[config.mk]
export PLATFORM = sky130hd
export DESIGN_NAME = alu_arbiter
export DESIGN_NICKNAME = d
export VERILOG_FILES = /design/src/rtl/mips_pkg.sv /design/src/rtl/alu.sv /design/src/rtl/alu_arbiter.sv
export SDC_FILE = /design/constraint.sdc
export NUM_CORES = 1
export LEC_CHECK = 0
export CORE_UTILIZATION = 50
export DETAILED_ROUTE_END_ITERATION = 7
export PLACE_DENSITY = 0.8
export RECOVER_POWER = 50
export SKIP_LAST_GASP = 1
export SLEW_MARGIN = 20
export SYNTH_ARGS = -nofsm -noshare
export SYNTH_HDL_FRONTEND = slang
export SYNTH_SLANG_ARGS = --single-unit
[constraint.sdc]
create_clock -name clk -period 17 [get_ports clk]
set_input_delay 3.4 -clock clk [delete_from_list [all_inputs] [get_ports clk]]
set_output_delay 3.4 -clock clk [all_outputs]
set_load 0.01 [all_outputs]
[src/rtl/mips_pkg.sv]
// Shared MIPS ALU definitions: op encoding and small helpers used by the ALU
// and by blocks that feed it.
package mips_pkg;

  typedef logic [2:0] alu_op_t;

  localparam alu_op_t ALU_AND  = 3'b000;
  localparam alu_op_t ALU_OR   = 3'b001;
  localparam alu_op_t ALU_ADD  = 3'b010;
  localparam alu_op_t ALU_ZERO = 3'b011;
  localparam alu_op_t ALU_SLL  = 3'b100;
  localparam alu_op_t ALU_SRL  = 3'b101;
  localparam alu_op_t ALU_SUB  = 3'b110;
  localparam alu_op_t ALU_SLT  = 3'b111;

  localparam int unsigned DATA_W = 32;

  function automatic logic is_zero(input logic [DATA_W-1:0] value);
    return (value == {DATA_W{1'b0}});
  endfunction

endpackage

[src/rtl/alu.sv]
// Combinational 32-bit MIPS ALU. Shift amounts use the full in1 operand, so
// any amount of 32 or more yields zero.
module alu
  import mips_pkg::*;
(
  input  alu_op_t     op,
  input  logic [31:0] in1,
  input  logic [31:0] in2,
  output logic [31:0] out,
  output logic        zero
);

  logic shift_ovf_s;

  // Result select for each op code
  always_comb begin
    shift_ovf_s = (in1 >= 32'd32);
    case (op)
      ALU_AND:  out = in1 & in2;
      ALU_OR:   out = in1 | in2;
      ALU_ADD:  out = in1 + in2;
      ALU_ZERO: out = 32'd0;
      ALU_SLL:  out = shift_ovf_s ? 32'd0 : (in2 << in1[4:0]);
      ALU_SRL:  out = shift_ovf_s ? 32'd0 : (in2 >> in1[4:0]);
      ALU_SUB:  out = in1 - in2;
      ALU_SLT:  out = ($signed(in1) < $signed(in2)) ? 32'd1 : 32'd0;
      default:  out = 32'd0;
    endcase
    zero = is_zero(out);
  end

endmodule

[src/rtl/alu_arbiter.sv]
// Round-robin arbiter sharing one ALU between NREQ valid/ready requesters;
// results come back one cycle later on a registered, ID-tagged response.
module alu_arbiter
  import mips_pkg::*;
#(
  parameter int NREQ = 2,
  parameter int IDW  = (NREQ > 1) ? $clog2(NREQ) : 1
) (
  input  logic                 clk,
  input  logic                 rst_n,
  input  logic [NREQ-1:0]      req_valid,
  output logic [NREQ-1:0]      req_ready,
  input  logic [3*NREQ-1:0]    req_op,
  input  logic [32*NREQ-1:0]   req_in1,
  input  logic [32*NREQ-1:0]   req_in2,
  output logic                 rsp_valid,
  input  logic                 rsp_ready,
  output logic [IDW-1:0]       rsp_id,
  output logic [31:0]          rsp_out,
  output logic                 rsp_zero
);

  // Two passes: first the requesters at or above the pointer, then the wrap.
  function automatic logic [NREQ-1:0] rr_select(input logic [NREQ-1:0] valid,
                                                input logic [IDW-1:0]  ptr);
    logic [NREQ-1:0] grant;
    logic            found;
    grant = '0;
    found = 1'b0;
    for (int i = 0; i < NREQ; i++) begin
      if (!found && valid[i] && (IDW'(i) >= ptr)) begin
        grant[i] = 1'b1;
        found    = 1'b1;
      end
    end
    for (int i = 0; i < NREQ; i++) begin
      if (!found && valid[i] && (IDW'(i) < ptr)) begin
        grant[i] = 1'b1;
        found    = 1'b1;
      end
    end
    return grant;
  endfunction

  function automatic logic [IDW-1:0] next_ptr(input logic [IDW-1:0] idx);
    logic [IDW-1:0] nxt;
    if (idx == IDW'(NREQ - 1)) begin
      nxt = '0;
    end else begin
      nxt = idx + 1'b1;
    end
    return nxt;
  endfunction

  logic            slot_free_s;
  logic            xfer_s;
  logic [NREQ-1:0] pick_s;
  logic [NREQ-1:0] grant_s;
  logic [IDW-1:0]  gnt_idx_s;
  alu_op_t         op_s;
  logic [31:0]     in1_s;
  logic [31:0]     in2_s;
  logic [31:0]     alu_out_s;
  logic            alu_zero_s;

  logic [IDW-1:0]  rr_ptr_r;
  logic            rsp_valid_r;
  logic [IDW-1:0]  rsp_id_r;
  logic [31:0]     rsp_out_r;
  logic            rsp_zero_r;

  // Grant selection and one-hot AND-OR operand mux
  always_comb begin
    slot_free_s = !rsp_valid_r || rsp_ready;
    pick_s      = rr_select(req_valid, rr_ptr_r);
    grant_s     = (slot_free_s && rst_n) ? pick_s : '0;
    xfer_s      = |grant_s;
    gnt_idx_s   = '0;
    op_s        = '0;
    in1_s       = 32'd0;
    in2_s       = 32'd0;
    for (int i = 0; i < NREQ; i++) begin
      gnt_idx_s = gnt_idx_s | ({IDW{grant_s[i]}} & IDW'(i));
      op_s      = op_s      | ({3{grant_s[i]}}   & req_op[3*i +: 3]);
      in1_s     = in1_s     | ({32{grant_s[i]}}  & req_in1[32*i +: 32]);
      in2_s     = in2_s     | ({32{grant_s[i]}}  & req_in2[32*i +: 32]);
    end
  end

  alu u_alu (
    .op   (op_s),
    .in1  (in1_s),
    .in2  (in2_s),
    .out  (alu_out_s),
    .zero (alu_zero_s)
  );

  // Response register and round-robin pointer; pointer moves only on a grant
  always_ff @(posedge clk) begin
    if (!rst_n) begin
      rr_ptr_r    <= '0;
      rsp_valid_r <= 1'b0;
      rsp_id_r    <= '0;
      rsp_out_r   <= 32'd0;
      rsp_zero_r  <= 1'b0;
    end else if (xfer_s) begin
      rr_ptr_r    <= next_ptr(gnt_idx_s);
      rsp_valid_r <= 1'b1;
      rsp_id_r    <= gnt_idx_s;
      rsp_out_r   <= alu_out_s;
      rsp_zero_r  <= alu_zero_s;
    end else if (rsp_ready) begin
      rsp_valid_r <= 1'b0;
    end else begin
      rsp_valid_r <= rsp_valid_r;
    end
  end

  assign req_ready = grant_s;
  assign rsp_valid = rsp_valid_r;
  assign rsp_id    = rsp_id_r;
  assign rsp_out   = rsp_out_r;
  assign rsp_zero  = rsp_zero_r;

endmodule

==> run metrics <==
vias in the first global route between 15,000 and 20,000; crit path kind in2reg; final WL 63.1 mm; TritonCTS buffer count 5; Hold Crit Class reg2reg; Max Clock Skew 0.0212 ns; fraction of registers with async set/reset 0%; Syn Nets 2,061; Die Y-Extent about 160 microns; clock sink count 36; first-pass GRT wire length 91.6 mm; core area 23,500 sq um; total power draw 715 uW; utilization after layout 59.3%; layout cells sized above 1 4.88%; Net Sw Power ~390 uW; fin crit share 63.6%; status completed; EDFF count, synth 0; GPL Wtd Cong 1.11; Pwr Density 51.4 nW/um^2; routed length per placed instance between 20 and 30 microns; Int Pwr 328 uW; met2 Use GR 77.8%; Worst setup SP type primary input; Worst IR Drop VDD 0.0431 mV; # DRC 0; largest net degree at the start of global routing 76; post-synth top area cell ha_1; initial drt markers around 2,500; Syn-to-layout area delta 16.0%; Cell Area, Synth 12,000 sq um; Synth cell types 90; YS warnings 0; Worst-path clk slew 0.06 ns; Seq/Total Area, Yosys 6.01%; syn avg cell area 6.58 sq um; max-cap violations 0; htree depth 2; setup TNS 0 ns; Routed Antenna Nets 0; # IOs 176; most frequent cells after synthesis nor2_1, a21oi_1, nand2_1; met3 Use GR 14.5%; worst slew pin tran 1.19 ns; share of Yosys cell area claimed by the top area cell type 10.2%; Final WS setup 6.18 ns; Skew-Pair Late Insertion Delay 0.30 ns; Die Width 157 microns; antenna violations before repair 5; CP required roughly 17 ns; CTS Root Cell clkbuf_16; post-CTS setup buffers 0; Area contributors post-synth ha_1, nor2_1, dfxtp_1; overall fraction of global-route tracks in use 49.7%; FMAX just over 0.09 GHz; Final Hold Vio Count 0; Comb pwr share 72.9%; RSZ-0062 raised after global routing false; cts repair resizes 0; most used flip-flop cell after synthesis dfxtp_1; leakage power 0.00529 uW; most numerous cell in the Yosys netlist nor2_1; Post-DP HPWL between 40 and 50 mm; sequential power share 13.4%; met1 GRT Util 57.5%; Tmin final 10.82 ns; fin nets 2,124; CTS tree done; Starting Density between 50% and 60%; final setup fails 0; Final Max Slew Viols 0; post-placement setup slack 6.66 ns; row count 56; critical path endpoint category flop; Remaining Overflow, GRT 0; Hold Buf Count CTS 0; largest fanout on the critical path 32; part of the power in the clock network 13.7%; vias 16,436; Cells after Synth 1,822; Die Area 24,600 sq um; port bufs 175; Worst slew margin 19.9%; DR pass1 iterations 7; critical path data arrival time 11.05 ns; CTS Buffer Depth 2; layer with the highest usage met2; routed vias/inst 7.44; FF+latch count, synth 36; Sw Ratio 54.2%; WHS 0.445 ns
[stage by stage]
| stage | area, sq um | std cells |
|---|---|---|
| after floorplan | 12000 | 1822 |
| after global placement | 13800 | 2197 |
| after detailed placement | 13800 | 2197 |
| after CTS | 13900 | 2205 |
| after global routing | 13900 | 2207 |
| final | 13900 | 2209 |
[logic make-up after synthesis]
| family | Yosys count | synth area share, % |
|---|---|---|
| flip-flops | 36 | 6.01 |
| buffers and inverters | 259 | 9.03 |
| multiplexers | 36 | 3.16 |
| XOR/XNOR | 24 | 1.75 |
| adder cells (fa/ha/maj) | 100 | 10.6 |
| AO/OA/AOI/OAI | 669 | 39.8 |
| AND/OR/NAND/NOR | 698 | 29.7 |
[flip-flops by register name (all words and copies together) (netlist names)]
signal and count:
rsp_out 32, rr_ptr_r 1, rsp_id 1, rsp_valid 1, rsp_zero 1
[critical path: stages]
cell,delay (ns)
clkdlybuf4s50_1,0.59
nand2b_2,0.43
nand4_1,0.75
inv_2,0.09
a22oi_2,0.28
buf_4,0.39
clkinv_1,0.57
buf_4,0.40
ha_1,0.43
nor2b_1,0.12
a2111o_1,0.39
o221a_2,0.32
nand4_1,0.11
nand2_1,0.18
a2111oi_0,1.02
o21ai_0,0.34
a21oi_1,0.27
nor2_1,0.07
o311ai_0,0.37
o221ai_1,0.23
o21ai_0,0.18
and2_1,0.13
[path summary, 6_finish.rpt]
| path | from | end | slack (ns) | depth (start not counted) |
|---|---|---|---|---|
| max reg2reg | rr_ptr_r | rsp_out[31] | 9.30 | 21 |
| min reg2reg | rsp_out[3] | rsp_out[3] | 0.45 | 2 |
| min | rsp_out[3] | rsp_out[3] | 0.45 | 2 |
| max | req_valid[0] | rsp_out[31] | 6.18 | 22 |
[metal layers]
layer	part of all wire, %	vias to the layer above
met2	42	1444
met4	9.0	0
met5	0	-
met3	13	368
li1	-	7094
met1	35	7530
[cell type report]
class / count / area (sq um)
clock buffer: 5 / 125
tap: 319 / 399
multi-input combinational: 1527 / 10200
inverter: 105 / 394
antenna: 4 / 10.0
fill: 2219 / 9560
timing repair buffer: 210 / 2010
clock inverter: 3 / 18.8
sequential: 36 / 721
[placed cells by master (no fill, tap or decap), drive strengths merged, types with 15 or more instances in the layout]
cell,netlist,layout
a211oi,66,66
a21o,21,21
a21oi,140,140
a221oi,19,19
a22o,54,54
a22oi,18,18
a31oi,17,17
buf,69,35
clkdlybuf4s50,0,140
dfxtp,36,36
dlygate4sd3,0,35
ha,98,98
inv,103,104
mux2i,24,24
nand2,123,123
nand2b,48,48
nand3,39,39
nand4,50,50
nor2,197,197
nor2b,34,34
nor3,54,54
nor4,76,76
o2111ai,30,30
o211ai,44,44
o21ai,86,86
o221ai,15,15
o22ai,19,19
or4,17,17
xnor2,19,19
[power groups by stage]
| stage | sequential (uW) | combinational [uW] | clock, uW |
|---|---|---|---|
| detailed placement | 98.1 | 495 | 0 |
| global route | 96.8 | 545 | 101 |
| finish | 96.0 | 522 | 97.9 |
| CTS | 96.2 | 499 | 96.7 |
| floorplan | 100 | 310 | 0 |
| global placement | 97.9 | 494 | 0 |
Power figures use the tool's default switching activity.
